### src/rtl/priority_encoder_pkg.sv
// Shared widths, reset constants and result type for the 4-to-2 priority encoder.
// Optional build macro used by the top level: PRIORITY_ENCODER_4TO2_INREG_EN.
package priority_encoder_pkg;

  localparam int NUM_REQ = 4;
  localparam int CODE_W  = 2;

  localparam logic [CODE_W-1:0] CODE_RST  = 2'b00;
  localparam logic              VALID_RST = 1'b0;

  typedef struct packed {
    logic [CODE_W-1:0] code;
    logic              valid;
  } pe_result_t;

  localparam pe_result_t RESULT_RST = '{code: CODE_RST, valid: VALID_RST};

endpackage

### src/rtl/priority_encoder_4to2_core.sv
// Combinational priority logic: highest-numbered active request wins.
// Bit 3 is highest priority; an empty vector reports code 00 with valid low.
module priority_encoder_4to2_core
  import priority_encoder_pkg::*;
(
  input  logic [NUM_REQ-1:0] i_req,
  output pe_result_t         o_result
);

  // The if-chain tests the highest line first, so lower lines never
  // influence the result once a higher line is active.
  always_comb begin
    o_result = RESULT_RST;
    if (i_req[3]) begin
      o_result.code  = 2'b11;
      o_result.valid = 1'b1;
    end else if (i_req[2]) begin
      o_result.code  = 2'b10;
      o_result.valid = 1'b1;
    end else if (i_req[1]) begin
      o_result.code  = 2'b01;
      o_result.valid = 1'b1;
    end else if (i_req[0]) begin
      o_result.code  = 2'b00;
      o_result.valid = 1'b1;
    end
  end

endmodule

### src/rtl/priority_encoder_4to2.sv
// Registered 4-input priority encoder with code {Y1,Y0} and valid V.
// Define PRIORITY_ENCODER_4TO2_INREG_EN to add an input register (latency 2).
module priority_encoder_4to2
  import priority_encoder_pkg::*;
(
  input  logic clk,
  input  logic rst,
  input  logic I3,
  input  logic I2,
  input  logic I1,
  input  logic I0,
  output logic Y1,
  output logic Y0,
  output logic V
);

  logic [NUM_REQ-1:0] w_req_in;
  logic [NUM_REQ-1:0] w_req;
  pe_result_t         w_result;
  pe_result_t         r_result;

  assign w_req_in = {I3, I2, I1, I0};

`ifdef PRIORITY_ENCODER_4TO2_INREG_EN
  logic [NUM_REQ-1:0] r_req;

  always_ff @(posedge clk or posedge rst) begin
    if (rst) r_req <= '0;
    else     r_req <= w_req_in;
  end

  assign w_req = r_req;
`else
  assign w_req = w_req_in;
`endif

  priority_encoder_4to2_core u_core (
    .i_req    (w_req),
    .o_result (w_result)
  );

  always_ff @(posedge clk or posedge rst) begin
    if (rst) r_result <= RESULT_RST;
    else     r_result <= w_result;
  end

  assign {Y1, Y0} = r_result.code;
  assign V        = r_result.valid;

endmodule

### config.mk
export PLATFORM = sky130hd
export DESIGN_NAME = priority_encoder_4to2
export DESIGN_NICKNAME = d
export VERILOG_FILES = /design/src/rtl/priority_encoder_pkg.sv /design/src/rtl/priority_encoder_4to2_core.sv /design/src/rtl/priority_encoder_4to2.sv
export SDC_FILE = /design/constraint.sdc
export NUM_CORES = 1
export LEC_CHECK = 0
export CAP_MARGIN = 20
export CORE_AREA = 5 5 42 44
export CTS_CLUSTER_DIAMETER = 80
export DETAILED_ROUTE_END_ITERATION = 12
export DIE_AREA = 0 0 47 49
export PLACE_DENSITY_LB_ADDON = 0.08
export SETUP_SLACK_MARGIN = 0.02
export SYNTH_ARGS = -nofsm -noshare
export SYNTH_HDL_FRONTEND = slang
export SYNTH_SLANG_ARGS = --single-unit
### constraint.sdc
create_clock -name clk -period 0.8 [get_ports clk]
set_input_delay 0.2 -clock clk [delete_from_list [all_inputs] [get_ports clk]]
set_output_delay 0.2 -clock clk [all_outputs]
set_load 0.02 [all_outputs]
* After elaboration in Yosys (flattened, before gate mapping)
Index checks and enable logic that the tools add are counted.
Widths: inputs -> output; s select.
** Storage, ports and cells
- Register bits after elaboration :: 3
- Bits of input ports :: 6
- Output and inout bits :: 3
- Word-level logic and storage cells :: 6
** Cells by class
- Mux-type cells :: 4
** Operators with widths (number)
- $mux 3 :: 3
- $mux 1 :: 1

* Logic depth before layout (Yosys ltp)
- Depth in word-level cells :: 4
- Mapped depth :: 2
- Mapped depth without buffers :: 2

* Modules after synthesis
A second synthesis with hierarchy kept.
** Second synthesis, totals
- Cell total of the unflattened synthesis :: 8
- Area, all modules :: 102.6 sq um
** By module, submodules not included
- priority_encoder_4to2 :: times used 1, cells each 4, area each 78.8 sq um, sequential area each 75.1 sq um
- priority_encoder_4to2_core :: times used 1, cells each 4, area each 23.8 sq um, sequential area each 0.0 sq um

* Worst setup path before layout
No wires, ideal clock.
- Kind :: input-to-reg
- Start :: input port I2
- End :: register r_result (netlist bit V)
- Library setup time :: 0.132 ns
- Arrival :: 0.702 ns
- Data required time :: 0.668 ns
- Setup slack :: -0.034 ns
- Cell stages on the path :: 2
- Buffers on the path :: 0
- Cells stage by stage :: or2_1 -> or3_1
** RTL lines
- start: declaration :: line priority_encoder_4to2.sv:9 : input logic I2,
- end signal: assignment :: line priority_encoder_4to2.sv:44 : else r_result <= w_result;
- end: declaration :: line priority_encoder_4to2.sv:20 : pe_result_t r_result;

* Worst setup path in the final report
- Start :: register r_result (netlist bit V)
- End :: output port V
** RTL lines
- end: declaration :: line priority_encoder_4to2.sv:14 : output logic V
No word-level cell between the ends.

==> results by group <==
Drt
  – WL final: roughly 270 um
  – Detail-routed via count per cell: 2.81
  – Drc violations: 0
  – Iteration count of the initial detailed-routing pass: 2
  – Via count: approximately 100
  – Detail Route Antenna Nets: 0
  – WL/cell: ~7.4 um
  – Iter 0 DRT Violations: 2

Placed design
  – Place WS: -0.497 ns
  – Placed cell area: roughly 200 um^2
  – # placed instances: 32
  – Port bufs: 8
  – Post-DP HPWL: just over 200 um
  – Gpl congestion: between 0.5 and 0.6

Floorplanning
  – Die Y: around 50 um
  – Initial Utilization: 0.0732
  – I/O pin count: 9
  – Core Box Area: about 1400 um^2
  – Die X: 47 um
  – Rows: 14
  – Die footprint: approximately 2300 um^2

Setup path
  – WP depth: 1
  – Worst-path fanout max: 1
  – Worst path buffer plus inverter count: 1
  – Crit path capture type: output pin
  – Startpoint types: flip-flop
  – CP max-delay cell: dfrtp_1
  – Max incr delay on CP: between 0.3 and 0.4 ns
  – Critical path class: reg -> out
  – Critical Path RT: roughly 0.6 ns
  – Worst EP arrival: 0.72 ns
  – Worst Setup EP: V
  – Cell chain of the critical path: buf_6
  – CP startpoint: V
  – Crit path max-delay family: flip-flops

Pwr
  – Static Leak: 0.000109 uW
  – Pwr dens: 2140 nW/um^2
  – IR drop worst, VDD: slightly above 0.0004 V

Run status
  – Failing checks: setup timing
  – Status: complete, but fails checks

Timing
  – Slew headroom: 0.927
  – Crit share post-route: 1.16
  – Final setup vio count: 3
  – Worst Setup Slack, final: -0.125 ns
  – Slew Viols, Final: 0
  – Fin crit period: 0.925 ns
  – RSZ-0062 raised after global routing: true
  – Final hold viol count: 0
  – WHS: between 0.1 and 0.15 ns
  – Fmax: 1080 MHz
  – Worst slew pin tran: roughly 0.11 ns

Finish
  – Post-Layout Inst Area: 228 um^2
  – Finished Layout Cells: 37
  – Share of cells above drive strength 1: 0.429
  – # diodes: 0
  – Layout area overhead: 122%
  – Layout Nets: 28
  – Commonest cells after routing, fill and taps aside: dfrtp_1, clkbuf_4, buf_6

Clocking
  – H-tree depth: 1
  – CTS Buf Count: 3
  – TritonCTS clock tree: yes
  – Reg clk slew, reported paths: approximately 0.040 ns
  – Clock Path Buffers: 2
  – CTS Root Cell: clkbuf_4
  – CTS sink count: 3
  – CTS Hold Bufs: 0

Synthesis
  – Cell Area, Synth: between 100 and 150 um^2
  – Syn Area/Cell: roughly 13 um^2
  – Synthesized Nets: 14
  – Yosys cell types: 5
  – Seq/Total Area, Yosys: 0.732
  – YS warnings: 0
  – Cells after synthesis: 8
  – Synth Register Bits: 3

Global route
  – Vias in the first global route: about 120
  – Antenna violations before repair: 0
  – Largest net degree at the start of global routing: 4
  – First-pass GRT wire length: 448 um
  – Total GRT Usage: 0.0339
  – GR Overflow Total: 0

Run
  – Total of max-cap violations: 0

Min path
  – Worst min-delay path class: in -> async
==> logic make-up after synthesis <==
group | Yosys count | synth area share
buffers and inverters | 2 | 0.0732
and+or+nand+nor | 2 | 0.122
DFF | 3 | 0.732
AOI/OAI and AO/OA | 1 | 0.0732
==> where the power goes <==
group,internal (uW),total (uW),switching [uW]
clock network,187,268,81.3
registers,160,163,3.00
logic,33.1,55.4,22.3
==> layer usage <==
metal  vias up  track usage  share of wire
met3         2       0.0258           0.17
met5         -            0              0
met4         0       0.0691          0.037
met2         9       0.0249           0.41
li1         50            -              -
met1        43       0.0331           0.38
==> cells in the mapped netlist <==
cell type | count | area [um^2]
dfrtp_1 | 3 | 75.1
inv_1 | 2 | 7.51
a21o_1 | 1 | 7.51
or2_1 | 1 | 6.26
or3_1 | 1 | 6.26
==> cell type report <==
| type | instances | area, um^2 |
|---|---|---|
| clock buffers | 4 | 26.3 |
| fillers | 171 | 1170 |
| inverters | 2 | 7.51 |
| multi-input cells | 3 | 20.0 |
| flip-flops and latches | 3 | 75.1 |
| well taps | 16 | 20.0 |
| repair buffers | 9 | 78.8 |
==> how the worst min path moves through the flow <==
stage                     startpoint  to  slack (ns)  depth (start not counted)
final                            rst  Y0        0.13                          2
after global routing             rst  Y0        0.16                          2
after CTS                        rst  Y1        0.13                          2
after detailed placement         rst  Y1        0.37                          2
after global placement           rst  Y1        0.38                          2
after floorplan                  rst   V       -0.05                          1
==> state kept, by name (all words and copies together), names as in the netlist <==
| register | flops |
|---|---|
| Y0 | 1 |
| V | 1 |
| Y1 | 1 |
==> metrics by stage <==
stage	TNS, ns	utilization	power, uW
2_1_floorplan	-0.0340	-	182
3_3_place_gp	-1.78	0.145	224
3_5_place_dp	-1.79	0.145	223
4_1_cts	-0.404	0.163	497
5_1_grt	-0.453	0.163	512
6_report	-0.369	0.163	486
==> repair_timing <==
action / CTS / global route
endpoints found under the setup margin: 4 / 4
resized for setup: 27 / 0
buffers inserted: 1 / 0
cloned: 0 / 0
pin swaps: 2 / 1
Power figures use the tool's default switching activity.
